<file path="config.mk">
export PLATFORM = sky130hd
export DESIGN_NAME = game_control
export DESIGN_NICKNAME = d
export VERILOG_FILES = /design/src/rtl/game_control.sv
export SDC_FILE = /design/constraint.sdc
export NUM_CORES = 1
export LEC_CHECK = 0
export CORE_MARGIN = 8
export CORE_UTILIZATION = 30
export DETAILED_ROUTE_END_ITERATION = 8
export REMOVE_ABC_BUFFERS = 1
export SLEW_MARGIN = 40
export SYNTH_ARGS = -nofsm -noshare
export SYNTH_HDL_FRONTEND = slang
export SYNTH_SLANG_ARGS = --single-unit
</file>
<file path="constraint.sdc">
create_clock -name clock -period 1.8 [get_ports clock]
set_input_delay 0.18 -clock clock [delete_from_list [all_inputs] [get_ports clock]]
set_output_delay 0.18 -clock clock [all_outputs]
set_load 0.01 [all_outputs]
</file>
<file path="src/rtl/game_control.sv">
// Per-frame sequencer for the game datapath: drives one-hot phase strobes,
// waits on draw done flags with a watchdog, gates frames on run, counts frames.
module game_control #(
  parameter int unsigned  COLLIDE_CYCLES = 2,
  parameter logic [19:0]  DRAW_TIMEOUT   = 20'd200000
) (
  input  logic        clock,
  input  logic        reset,
  input  logic        run,
  input  logic        idle_done,
  input  logic        draw_map_done,
  input  logic        draw_link_done,
  input  logic        draw_enemies_done,
  output logic        init,
  output logic        idle,
  output logic        gen_move,
  output logic        check_collide,
  output logic        apply_act_link,
  output logic        move_enemies,
  output logic        draw_map,
  output logic        draw_link,
  output logic        draw_enemies,
  output logic [15:0] frame_count,
  output logic        timeout_err,
  output logic [3:0]  state_dbg
);

  localparam logic [3:0] S_RST    = 4'd0;
  localparam logic [3:0] S_INIT   = 4'd1;
  localparam logic [3:0] S_IDLE   = 4'd2;
  localparam logic [3:0] S_GEN    = 4'd3;
  localparam logic [3:0] S_COLL   = 4'd4;
  localparam logic [3:0] S_APPLY  = 4'd5;
  localparam logic [3:0] S_MOVE_E = 4'd6;
  localparam logic [3:0] S_DMAP   = 4'd7;
  localparam logic [3:0] S_DLINK  = 4'd8;
  localparam logic [3:0] S_DENEM  = 4'd9;

  logic [3:0]  state, state_nx;
  logic [3:0]  coll_cnt;
  logic [19:0] draw_cnt;
  logic        is_draw, draw_done, adv_done, adv_to, draw_adv;

  // Done is ignored on the first cycle of a draw state (stale-flag guard);
  // a done coinciding with the timeout wins, so no error is flagged.
  always_comb begin
    is_draw   = (state == S_DMAP) || (state == S_DLINK) || (state == S_DENEM);
    draw_done = 1'b0;
    case (state)
      S_DMAP:  draw_done = draw_map_done;
      S_DLINK: draw_done = draw_link_done;
      S_DENEM: draw_done = draw_enemies_done;
      default: draw_done = 1'b0;
    endcase
    adv_done = is_draw && (draw_cnt != 20'd0) && draw_done;
    adv_to   = is_draw && (draw_cnt == DRAW_TIMEOUT - 20'd1) && !adv_done;
    draw_adv = adv_done || adv_to;
  end

  always_comb begin
    state_nx = state;
    case (state)
      S_RST:    state_nx = S_INIT;
      S_INIT:   state_nx = S_IDLE;
      S_IDLE:   if (idle_done && run) state_nx = S_GEN;
      S_GEN:    state_nx = S_COLL;
      S_COLL:   if (coll_cnt == 4'd0) state_nx = S_APPLY;
      S_APPLY:  state_nx = S_MOVE_E;
      S_MOVE_E: state_nx = S_DMAP;
      S_DMAP:   if (draw_adv) state_nx = S_DLINK;
      S_DLINK:  if (draw_adv) state_nx = S_DENEM;
      S_DENEM:  if (draw_adv) state_nx = S_IDLE;
      default:  state_nx = S_RST;
    endcase
  end

  always_ff @(posedge clock or negedge reset) begin
    if (!reset) begin
      state       <= S_RST;
      coll_cnt    <= 4'd0;
      draw_cnt    <= 20'd0;
      frame_count <= 16'd0;
      timeout_err <= 1'b0;
    end else begin
      state <= state_nx;
      if (state == S_GEN)
        coll_cnt <= 4'(COLLIDE_CYCLES - 1);
      else if (state == S_COLL && coll_cnt != 4'd0)
        coll_cnt <= coll_cnt - 4'd1;
      // Counter restarts whenever the next cycle is the first of a state.
      if (is_draw && state_nx == state)
        draw_cnt <= draw_cnt + 20'd1;
      else
        draw_cnt <= 20'd0;
      if (adv_to)
        timeout_err <= 1'b1;
      if (state == S_DENEM && state_nx == S_IDLE)
        frame_count <= frame_count + 16'd1;
    end
  end

  always_comb begin
    init           = (state == S_INIT);
    idle           = (state == S_IDLE);
    gen_move       = (state == S_GEN);
    check_collide  = (state == S_COLL);
    apply_act_link = (state == S_APPLY);
    move_enemies   = (state == S_MOVE_E);
    draw_map       = (state == S_DMAP);
    draw_link      = (state == S_DLINK);
    draw_enemies   = (state == S_DENEM);
    state_dbg      = state;
  end

endmodule

</file>
==> results of run 1 <==
## sequential cells by signal, summed over array words and instances (netlist names)
name / flops
timeout_err: 1
draw_cnt: 20
coll_cnt: 4
state_dbg: 4
frame_count: 16
## where the power goes
group | internal [uW] | switching [uW]
clock network | 418 | 362
registers | 1120 | 90.7
logic | 990 | 942
total | 2530 | 1400
## critical path, stage by stage, from the launching register on
cell and delay [ps]:
dfrtp_1 400, or3b_4 440, a2bb2oi_2 170, a41o_4 290, buf_12 160, a2111oi_2 370
xor2_1 170
## cells by family after synthesis
| group | after synthesis |
|---|---|
| XOR/XNOR | 36 |
| adder cells (fa/ha/maj) | 4 |
| buffers and inverters | 25 |
| flip-flops | 45 |
| multiplexers | 2 |
| AND/OR/NAND/NOR | 109 |
| AO/OA/AOI/OAI | 33 |
## per-layer routing
metal / vias to the layer above / GRT usage, % / part of all wire (%) / wire length (um)
met1: 1107 / 14.7 / 47 / 3300
met4: 0 / 2.38 / 0.82 / 58
met5: - / 0 / 0 / 0
met3: 9 / 2.81 / 3.9 / 277
met2: 41 / 17.1 / 49 / 3440
li1: 1091 / - / - / -
## final cells by class
class	instances	area (sq um)
fill	752	4280
multi-input combinational	184	1530
sequential	45	1130
timing repair buffer	102	943
tap	105	131
clock buffer	6	72.6
inverter	15	56.3
clock inverter	2	38.8
## metrics by stage
stage | TNS [ps] | worst slack (ps) | total power [uW] | cell area (sq um)
3_3_place_gp | -3400 | -163 | 2680 | 3380
3_5_place_dp | -5070 | -238 | 2700 | 3380
4_1_cts | -3630 | -217 | 3500 | 3580
5_1_grt | -11330 | -379 | 4150 | 3900
6_report | -7020 | -261 | 3920 | 3900
2_1_floorplan | -14290 | -485 | 1940 | 2460
## cell usage after synthesis (5+ instances only)
master | n | area (sq um)
dfrtp_1 | 45 | 1130
inv_1 | 14 | 52.6
xnor2_1 | 16 | 140
a211oi_2 | 5 | 62.6
nand4_1 | 7 | 43.8
xor2_1 | 20 | 175
nor2_1 | 34 | 128
and3_1 | 5 | 31.3
a2111oi_2 | 7 | 105
nand3_1 | 11 | 55.1
nor3_1 | 9 | 45.0
nor4_1 | 6 | 37.5
nand2_1 | 16 | 60.1
a21oi_1 | 6 | 30.0
## worst max path at each step
stage,to,depth (start not counted)
global route,frame_count[10],6
global placement,frame_count[15],6
detailed placement,frame_count[8],6
finish,frame_count[10],6
floorplan,frame_count[1],5
CTS,frame_count[5],6
## what timing repair did
action | in CTS | in global routing
hold buffers | 1 | 0
setup endpoints to repair | 49 | 48
gates cloned | 1 | 3
pin swaps | 5 | 15
resized for setup | 17 | 54
setup buffers | 1 | 7
endpoints found under the hold margin | 27 | 0
==> reports/qor.yml, run 1 <==
hold_depth: 1
ioPinCount: 37
final_common_cell: "buf_4"
end_kind: "flop"
place_congestion: 0.788
nets: 364
yosys.area_share.simple_pct: 22.9
path_max_fanout: 7
rrSetupSlack_ps: -260
r2r-start: "state_dbg[1]"
finalHoldViolations: 0
path_clk_slew_ps: 90
finClkSkew_ps: 15.6
tightest_slew_ps: 630
first_pass_iters: 4
cts-root-buf: "clkbuf_8"
maxCapViolations: 0
cts-htree-levels: 2
fmax_mhz: 485
final_antenna_net_count: 0
die_area_sq_mm: 0.0116
worstSetupStartpoint: "state_dbg[1]"
ys_seq_area_share_pct: 44.6
netlist_instances: 254
core_area_sq_mm: 0.00818
synth_mux_area_share_pct: 0.843
syn_avg_cell_area_sq_um: 9.94
cts_tree: "done"
grt_overflow_total: 0
ys_warn_count: 0
worstSkewPairLatency_ps: 300
totalWireLength_mm: 7.07
synth_xor_area_share_pct: 12.5
pwr_density_cell_mw_per_mm2: 1010
drt_iter0_markers: 72
synth_area_sq_mm: 0.00252
antenna_found_initial: 0
grt_pass1_wl_mm: 10.5
first_global_vias: 2150
vias: 2248
hold_path_end: "timeout_err"
clkSinkCount: 45
min-delay-start: "timeout_err"
stdcell_count: 459
synthArstFlopShare_pct: 100
relSlewSlack_pct: 58.0
ir_worst_vdd_uv: 391
drc: 0
synth_compound_gate_area_share_pct: 12.5
cts_buffer_depth: 2
finalWorstSetupSlack_ps: -261
wire_per_inst_um: 15.4
dpl.hpwl_mm: 4.53
layout_common_cells: "buf_4, dfrtp_1, clkdlybuf4s50_1, nor2_1, xor2_1"
area_growth_syn_to_layout_pct: 54.5
synth_ff_type: "dfrtp_1"
start_kind: "flop"
synth_edf_count: 0
crit_arrival_ps: 2290
status: "finished, violations left"
drv_slew: 0
port_buffers: 36
hp-class: "reg -> reg"
post-route-period-util_pct: 114
die-height_um: 108
final_util_pct: 47.7
leakagePower_uw: 0.00153
r2r_cells: 6
synth_top_family_by_area: "simple AND/OR/NAND/NOR gates"
crit_type: "reg -> reg"
violations: "setup timing"
vias_per_cell: 4.90
hold_slack_ps: 462
dp_cells: 438
grt_start_max_net_pins: 46
ys_ff_latch: 45
rsz0062_at_grt: "yes"
yosysUniqueCellTypes: 48
r2r_end: "frame_count[10]"
track_usage_pct: 10.9
synthAdderAreaFrac_pct: 1.98
n_antenna_cell: 0
dieWidth_um: 108
rows: 33
start_util_pct: 30.9
drive_gt1_share_pct: 35.6
numCtsBuffers: 5
setup-violations-final: 39
worst_ep_required_time_ps: 2030
fin_crit_ps: 2060
Note: power is estimated with default switching activity, not from simulation.
==> inputs of run 2 (changes only) <==
- CORE_UTILIZATION: 30 -> 45
- PLACE_DENSITY_LB_ADDON: default -> 0.08
- clock period: 1.8 -> 2.09 ns (I/O delays scaled with it)
==> run 2 against run 1 <==
  * The flow now finishes without violations
  * Clock-buffer cell count unchanged
  * Routed wire length is 17% lower
  * Sequential power shrank 12%
  * First-iteration DRC count increased by 60%
  * Sequential share of layout area up 4.7 points
  * Via count down 8.5%
  * Highest routed layer unchanged
==> reports/qor.yml, run 2 (synthesis gave the netlist of run 1 again) <==
setup-violations-final: 0  # -100%
path_clk_slew_ps: 90  # about the same
crit_buf_inv: 1  # unchanged
hp-class: "in -> async"
relSlewSlack_pct: 59.5  # +1.5 points
first_global_vias: 2108  # -2.0%
first_pass_iters: 4  # unchanged
leakagePower_uw: 0.00124  # -19%
start_kind: "flop"
grt_overflow_total: 0  # unchanged
largest_reg_flops: 20  # unchanged
dp_cells: 373  # -15%
worst_ep_required_time_ps: 2320  # +290 ps
port_buffers: 36  # unchanged
max_stage_delay_ps: 410  # -30 ps
dieWidth_um: 90.9  # -16%
area_growth_syn_to_layout_pct: 32.9
fin_crit_ps: 2050  # -14.3 ps
finClkSkew_ps: 5.93  # -9.72 ps
drt_iter0_markers: 115  # +60%
vias_per_cell: 5.37  # +9.6%
regMostFlops: "draw_cnt"
place_congestion: 0.812  # +3.0%
cts-root-buf: "clkbuf_8"
ir_worst_vdd_uv: 425  # +8.8%
antenna_found_initial: 0  # unchanged
cts_tree: "done"
n_antenna_cell: 0  # unchanged
stdcell_count: 383  # -17%
critPathTopFamily: "compound AO/OA/AOI/OAI gates"
end_kind: "flop"
worstSkewPairLatency_ps: 300  # about the same
reg.largest.list: "draw_cnt x20, frame_count x16"
status: "completed"
crit_chain: "or3b_4 > a2bb2oi_1 > a41o_2 > buf_12 > a2111oi_4 > xor2_1"
pre_cts_ws_ps: 3.22  # +241 ps
post-route-period-util_pct: 97.9  # -17 points
numCtsBuffers: 5  # unchanged
finalHoldViolations: 0  # unchanged
rrSetupSlack_ps: 40  # +300 ps
drc: 0  # unchanged
rsz0062_at_grt: "yes"
crit_arrival_ps: 2270  # -20 ps
final_common_cell: "dfrtp_1"
cts-htree-levels: 2  # unchanged
die_area_sq_mm: 0.00826  # -29%
critPathSlowestCell: "dfrtp_1"
die-height_um: 90.9  # -16%
rows: 27  # -18%
fmax_mhz: 489  # +0.70%
core_area_sq_mm: 0.00547  # -33%
pwr_density_cell_mw_per_mm2: 866  # -14%
clkSinkCount: 45  # unchanged
wire_per_inst_um: 15.4  # -0.22%
drive_gt1_share_pct: 17.7  # -18 points
totalWireLength_mm: 5.88  # -17%
path_max_fanout: 14  # +7
start_util_pct: 46.1  # +15 points
vias: 2056  # -8.5%
grt_pass1_wl_mm: 10.4  # -1.6%
finalWorstSetupSlack_ps: 43.3  # +304 ps
dpl.hpwl_mm: 4.25  # -6.2%
ioPinCount: 37  # unchanged
cts_buffer_depth: 2  # unchanged
final_antenna_net_count: 0  # unchanged
layout_common_cells: "dfrtp_1, clkdlybuf4s50_1, nor2_1, xor2_1, buf_4"
grt_start_max_net_pins: 20  # -57%
maxCapViolations: 0  # unchanged
crit_type: "reg -> reg"
track_usage_pct: 15.1  # +4.2 points
drv_slew: 0  # unchanged
nets: 321  # -12%
tightest_slew_ps: 606  # -24.3 ps
[run 2: routing by layer]
layer  vias up  GRT usage, %  wire length [um]
met3         8          4.57               293
met4         0          5.46                92
met1      1005          19.5              2880
met5         -             0                 0
met2        40          23.1              2620
li1       1003             -                 -
[run 2: power by group]
| group | internal, uW | total [uW] | switching (uW) |
|---|---|---|---|
| registers | 968 | 1060 | 95.2 |
| clock network | 359 | 666 | 307 |
| logic | 548 | 1170 | 626 |
| total | 1870 | 2900 | 1030 |
[run 2: worst register-to-register path, cell delays in order, from the launching register on]
cell	delay [ps]
dfrtp_1	410
or3b_4	400
a2bb2oi_1	160
a41o_2	310
buf_12	190
a2111oi_4	310
xor2_1	200
[run 2: path summary, 6_finish.rpt]
kind / startpoint / end / cells past startpoint
worst max-delay path: state_dbg[1] / frame_count[12] / 6
worst max register to register: state_dbg[1] / frame_count[12] / 6
worst min register to register: timeout_err / timeout_err / 1
worst min-delay path: reset / draw_cnt[1] / 2
min in group clock: timeout_err / timeout_err / 1
max in group asynchronous: reset / state_dbg[2] / 3
[run 2: cell type report]
type / count / area [sq um]
fillers: 484 / 2120
multi-input cells: 184 / 1390
flip-flops and latches: 45 / 1130
repair buffers: 59 / 578
well taps: 72 / 90.1
clock buffers: 6 / 72.6
inverters: 15 / 56.3
clock inverters: 2 / 38.8
[run 2: repair_timing]
item | CTS | global route
pin swaps | 0 | 3
buffers inserted | 0 | 1
hold endpoints to repair | 13 | 0
gates cloned | 0 | 0
endpoints found under the setup margin | 2 | 14
resized for setup | 2 | 15
hold buffers | 1 | 0
[run 2: through the flow]
step | total power [uW] | hold slack [ps] | area, sq um | utilization, % | TNS (ps)
global placement | 2180 | 143 | 3100 | 56.7 | 0
floorplan | 1670 | -86.6 | 2460 | - | -3770
CTS | 2860 | 353 | 3230 | 59.0 | 0
detailed placement | 2180 | 152 | 3100 | 56.7 | 0
global route | 3120 | 378 | 3350 | 61.3 | -122
finish | 2900 | 342 | 3350 | 61.3 | 0
